$ cat config.mk
export PLATFORM = sky130hd
export DESIGN_NAME = seven_seg_scan_ctrl
export DESIGN_NICKNAME = d
export VERILOG_FILES = /design/src/rtl/atm_disp_pkg.sv /design/src/rtl/seg_hex_decode.sv /design/src/rtl/seven_seg_scan_ctrl.sv
export SDC_FILE = /design/constraint.sdc
export NUM_CORES = 1
export LEC_CHECK = 0
export ABC_AREA = 1
export BUFFER_PORTS_ARGS = -buffer_cell sky130_fd_sc_hd__buf_2
export CAP_MARGIN = 20
export CORE_ASPECT_RATIO = 0.9
export CORE_MARGIN = 3
export CORE_UTILIZATION = 60
export DETAILED_ROUTE_END_ITERATION = 8
export GPL_ROUTABILITY_DRIVEN = 0
export PLACE_DENSITY = 0.85
export SLEW_MARGIN = 20
export SYNTH_ARGS = -nofsm -noshare
export SYNTH_HDL_FRONTEND = slang
export SYNTH_SLANG_ARGS = --single-unit
export TNS_END_PERCENT = 1
$ cat constraint.sdc
create_clock -name clk -period 3.2 [get_ports clk]
set_input_delay 0.16 -clock clk [delete_from_list [all_inputs] [get_ports clk]]
set_output_delay 0.16 -clock clk [all_outputs]
set_load 0.01 [all_outputs]
$ cat src/rtl/atm_disp_pkg.sv
// atm_disp_pkg: shared constants, digit type and segment table for the ATM display
package atm_disp_pkg;
    localparam int DIGITS = 8;
    localparam logic [4:0] BLANK = 5'h10;
    localparam logic [6:0] SEG_OFF = 7'h7F;
    // bit4 = blank, bits3:0 = hex value
    typedef logic [4:0] digit_t;
    // active-low {a,b,c,d,e,f,g}, indexed by hex value
    localparam logic [6:0] SEG_TABLE [16] = '{
        7'b0000001, 7'b1001111, 7'b0010010, 7'b0000110,
        7'b1001100, 7'b0100100, 7'b0100000, 7'b0001111,
        7'b0000000, 7'b0000100, 7'b0001000, 7'b1100000,
        7'b0110001, 7'b1000010, 7'b0110000, 7'b0111000
    };
endpackage

$ cat src/rtl/seg_hex_decode.sv
// seg_hex_decode: combinational hex to active-low seven-segment decoder
// Ports: hex_i (4-bit value), seg_o (active-low {a,b,c,d,e,f,g})
module seg_hex_decode
    import atm_disp_pkg::*;
(
    input  logic [3:0] hex_i,
    output logic [6:0] seg_o
);
    assign seg_o = SEG_TABLE[hex_i];
endmodule

$ cat src/rtl/seven_seg_scan_ctrl.sv
// seven_seg_scan_ctrl: 8-digit buffer with two round-robin write ports, scanned onto active-low AN/led
// Ports: clk/rst (async active-high); req0_* ATM FSM write port, req1_* keypad write port
//   (valid/addr/data in, ready out); clear blanks all digits; blink_en per-digit blink;
//   AN active-low one-hot anode select; led active-low segments {a..g}.
module seven_seg_scan_ctrl
    import atm_disp_pkg::*;
#(
    parameter int REFRESH_DIV_W = 17,
    parameter int BLINK_DIV_W   = 25
) (
    input  logic       clk,
    input  logic       rst,
    input  logic       req0_valid,
    input  logic [2:0] req0_addr,
    input  logic [4:0] req0_data,
    output logic       req0_ready,
    input  logic       req1_valid,
    input  logic [2:0] req1_addr,
    input  logic [4:0] req1_data,
    output logic       req1_ready,
    input  logic       clear,
    input  logic [7:0] blink_en,
    output logic [7:0] AN,
    output logic [6:0] led
);
    logic                     rr_q, rr_d;
    digit_t                   dig_q [DIGITS];
    logic [REFRESH_DIV_W+2:0] scan_q;
    // one bit wider than BLINK_DIV_W so the MSB toggles every 2^BLINK_DIV_W clocks
    logic [BLINK_DIV_W:0]     blink_q;
    logic [7:0]               an_q;
    logic [6:0]               led_q;
    logic [2:0]               idx;
    digit_t                   cur;
    logic                     dark;
    logic [6:0]               seg;

    assign idx  = scan_q[REFRESH_DIV_W+2 -: 3];
    assign cur  = dig_q[idx];
    assign dark = cur[4] | (blink_en[idx] & blink_q[BLINK_DIV_W]);
    assign AN   = an_q;
    assign led  = led_q;

    seg_hex_decode u_dec (
        .hex_i (cur[3:0]),
        .seg_o (seg)
    );

    // rr = 0 favours port 0 on contention; it flips only after a contended grant
    always_comb begin
        req0_ready = !rst && !clear && req0_valid && (!req1_valid || !rr_q);
        req1_ready = !rst && !clear && req1_valid && (!req0_valid || rr_q);
        rr_d       = (req0_ready && req1_valid) ? 1'b1 :
                     (req1_ready && req0_valid) ? 1'b0 : rr_q;
    end

    always_ff @(posedge clk or posedge rst) begin
        if (rst) begin
            rr_q    <= 1'b0;
            scan_q  <= '0;
            blink_q <= '0;
            an_q    <= 8'hFF;
            led_q   <= SEG_OFF;
            for (int i = 0; i < DIGITS; i++) dig_q[i] <= BLANK;
        end else begin
            rr_q    <= rr_d;
            scan_q  <= scan_q + 1'b1;
            blink_q <= blink_q + 1'b1;
            an_q    <= ~(8'b1 << idx);
            led_q   <= dark ? SEG_OFF : seg;
            if (clear) begin
                for (int i = 0; i < DIGITS; i++) dig_q[i] <= BLANK;
            end else if (req0_ready) begin
                dig_q[req0_addr] <= req0_data;
            end else if (req1_ready) begin
                dig_q[req1_addr] <= req1_data;
            end
        end
    end
endmodule

==> results.cfg <==
[logic_synthesis]
synth-main-ff-cell = dfrtp_1
synthCells = 788
async_flop_share = 1.00
synth_edf_count = 0
synth_nets = 825
seq_area_frac_synth = 0.439
avgSynthCellArea_um2 = 7.47
synth_cell_type_count = 37
yosysWarnings = 0
synth_area_mm2 = 0.00588
ys_ff_latch = 102

[layout]
drive_gt1_frac = 0.147
stdcell_count = 959
multiInputGateArea_mm2 = 0.00292
fillers = 783
syn_to_final_growth_pct = 8.82
fin_nets = 869
final-seq-area_mm2 = 0.00258
antenna_cells = 0

[hold_path]
hold_path_class = input pin to flip-flop
hold_start = req0_valid

[clocking]
cts-root-buf = clkbuf_8
path_clk_slew_ns = 0.11
ctsResizeCount = 0
cts_max_level = 3
cts_buffers = 9
cts_sinks = 102
clock_latency_ns = 0.39
holdBufCountCts = 2
cts_setup_buffers = 0
max-clock-path-buffers = 2
cts_tree = yes

[global_routing]
antenna_found_initial = 0
grt_max_degree = 61
grt_pass1_wl_um = 24000
track_usage = 0.276
grt_pass1_vias = 4922
overflow = 0

[floorplan]
core_area_mm2 = 0.00933
num_rows = 33
initial_utilization = 0.631
dieWidth_um = 110
ioPinCount = 46
dieHeight_um = 100
die-area_mm2 = 0.0110

[job]
maxCapViolCount = 0

[sta]
rsz0062_at_grt = no
fmaxAchievable_ghz = 0.424
fin_crit_sh = 0.737
min_period_ns = 2.36
setup_violations = 0
slew_headroom = 0.503
worstMarginPinSlew_ns = 0.745
tns_ns = 0
slew_viol_final = 0
skew_ns = 0.0267
hold_viol_final = 0

[route]
ant_nets = 0
viasPerCell = 5.68
wire_per_inst_um = 15.1
drc = 0
vias = 5443
first_iter_violations = 547
dr.pass1.iters = 8
wirelength_um = 14400

[placement]
numPortBuffers = 45
dpl.hpwl_um = 10700
placedCellCount = 941

[worst_setup_path]
timing.rr.start = scan_q[18]
cp.required_ns = 3.52
worst_setup_path_start_kind = flip-flop
cp_data_arrival_time_ns = 2.68
path_class = flip-flop to flip-flop
cp_max_fo = 13
critPathCaptureType = flip-flop
startpoint = scan_q[18]

[power]
p_leak_nw = 3.19
vdd_drop_max_mv = 0.335
power.density_mw_per_mm2 = 397

[run_status]
status = complete, no violations
-- final cells by class --
cell class              count  share of cell area
inverters                  73              0.0432
repair buffers             51              0.0430
well taps                 122              0.0238
flip-flops and latches    102               0.403
multi-input cells         595               0.456
clock buffers              10              0.0199
clock inverters             6              0.0107
-- power by group --
group	leakage, nW	internal, mW	switching, mW	total [mW]
logic	1.79	0.0946	0.226	0.321
clock network	0.0973	0.368	0.459	0.826
registers	1.31	1.37	0.0309	1.40
-- metal layers --
metal | up-vias | global-route usage | routed length [µm]
met5 | - | 0 | 0
met4 | 0 | 0.0900 | 360
met3 | 54 | 0.0514 | 1340
met2 | 317 | 0.416 | 6330
met1 | 2462 | 0.407 | 6420
li1 | 2610 | - | -
-- Yosys cell counts, types with 3 or more instances --
master / number / share of area
and2_1: 3 / 0.0032
buf_2: 11 / 0.0094
xor2_1: 24 / 0.036
nand2_2: 3 / 0.0032
dfstp_2: 23 / 0.10
ha_1: 8 / 0.017
nor2_2: 3 / 0.0032
o21ai_1: 13 / 0.011
nor3_4: 5 / 0.014
buf_6: 3 / 0.0057
xnor2_1: 12 / 0.018
nand4_1: 11 / 0.012
nor3_1: 19 / 0.016
nor2_4: 3 / 0.0057
inv_1: 61 / 0.039
a31oi_1: 10 / 0.011
o21ai_0: 25 / 0.021
nor2_1: 59 / 0.038
clkbuf_1: 3 / 0.0019
nand2_1: 291 / 0.19
dfrtp_1: 79 / 0.34
o21ai_2: 6 / 0.0089
inv_2: 10 / 0.0064
nand3b_1: 3 / 0.0038
nand3_1: 78 / 0.066
a21oi_1: 7 / 0.0060
-- flip-flops by register name, summed over array words and instances (netlist names) --
name / flops
AN: 8
blink_q: 26
dig_q: 40
led: 7
rr_q: 1
scan_q: 20
-- metrics by stage --
stage	worst slack [ns]	instance area, µm²	power (mW)	utilization	hold WS, ns
floorplan	0.403	5880	1.62	-	0.277
global placement	1.02	6190	1.72	0.663	0.339
detailed placement	0.913	6190	1.73	0.663	0.356
CTS	0.897	6400	2.55	0.686	0.0900
global route	0.596	6400	2.66	0.686	0.165
finish	0.841	6400	2.54	0.686	0.0938
-- logic make-up after synthesis --
| kind of cell | share of synthesized area |
|---|---|
| and+or+nand+nor | 0.361 |
| DFF | 0.439 |
| buffers and inverters | 0.0649 |
| AOI/OAI and AO/OA | 0.0651 |
| xor gates and xnor gates | 0.0536 |
| adders and majority gates | 0.0170 |
-- worst max-delay path: stages (launching register included) --
cell	delay [ns]
dfrtp_1	0.60
inv_1	0.29
nand2_1	0.18
nand2_1	0.05
o21ai_0	0.53
ha_1	0.35
nand3_1	0.10
nor2_1	0.06
nor2_1	0.08
nand2_1	0.06
-- layout by cell type, fill, tap and decap left out, drive strengths merged --
| cell | Yosys | routed |
|---|---|---|
| a21boi | 2 | 2 |
| a21oi | 7 | 7 |
| a31oi | 10 | 10 |
| and2 | 3 | 3 |
| buf | 15 | 49 |
| bufinv | 0 | 1 |
| clkbuf | 3 | 10 |
| clkinv | 2 | 4 |
| clkinvlp | 0 | 1 |
| dfrtp | 79 | 79 |
| dfstp | 23 | 23 |
| dlygate4sd3 | 0 | 2 |
| ha | 8 | 8 |
| inv | 71 | 73 |
| nand2 | 295 | 295 |
| nand3 | 79 | 79 |
| nand3b | 3 | 3 |
| nand4 | 11 | 11 |
| nor2 | 65 | 65 |
| nor3 | 26 | 26 |
| nor3b | 2 | 2 |
| o211ai | 1 | 1 |
| o21ai | 44 | 44 |
| o22ai | 2 | 2 |
| o31ai | 1 | 1 |
| xnor2 | 12 | 12 |
| xor2 | 24 | 24 |
-- path summary, 6_finish.rpt --
check	end	slack (ns)	cells past startpoint
worst max-delay path	led[5]	0.84	9
worst min-delay path	rr_q	0.09	4
worst max register to register	led[5]	0.84	9
worst min register to register	blink_q[0]	0.47	1
max in group asynchronous	led[0]	1.85	4
min in group asynchronous	rr_q	0.44	3
Note: power is estimated with default switching activity, not from simulation.
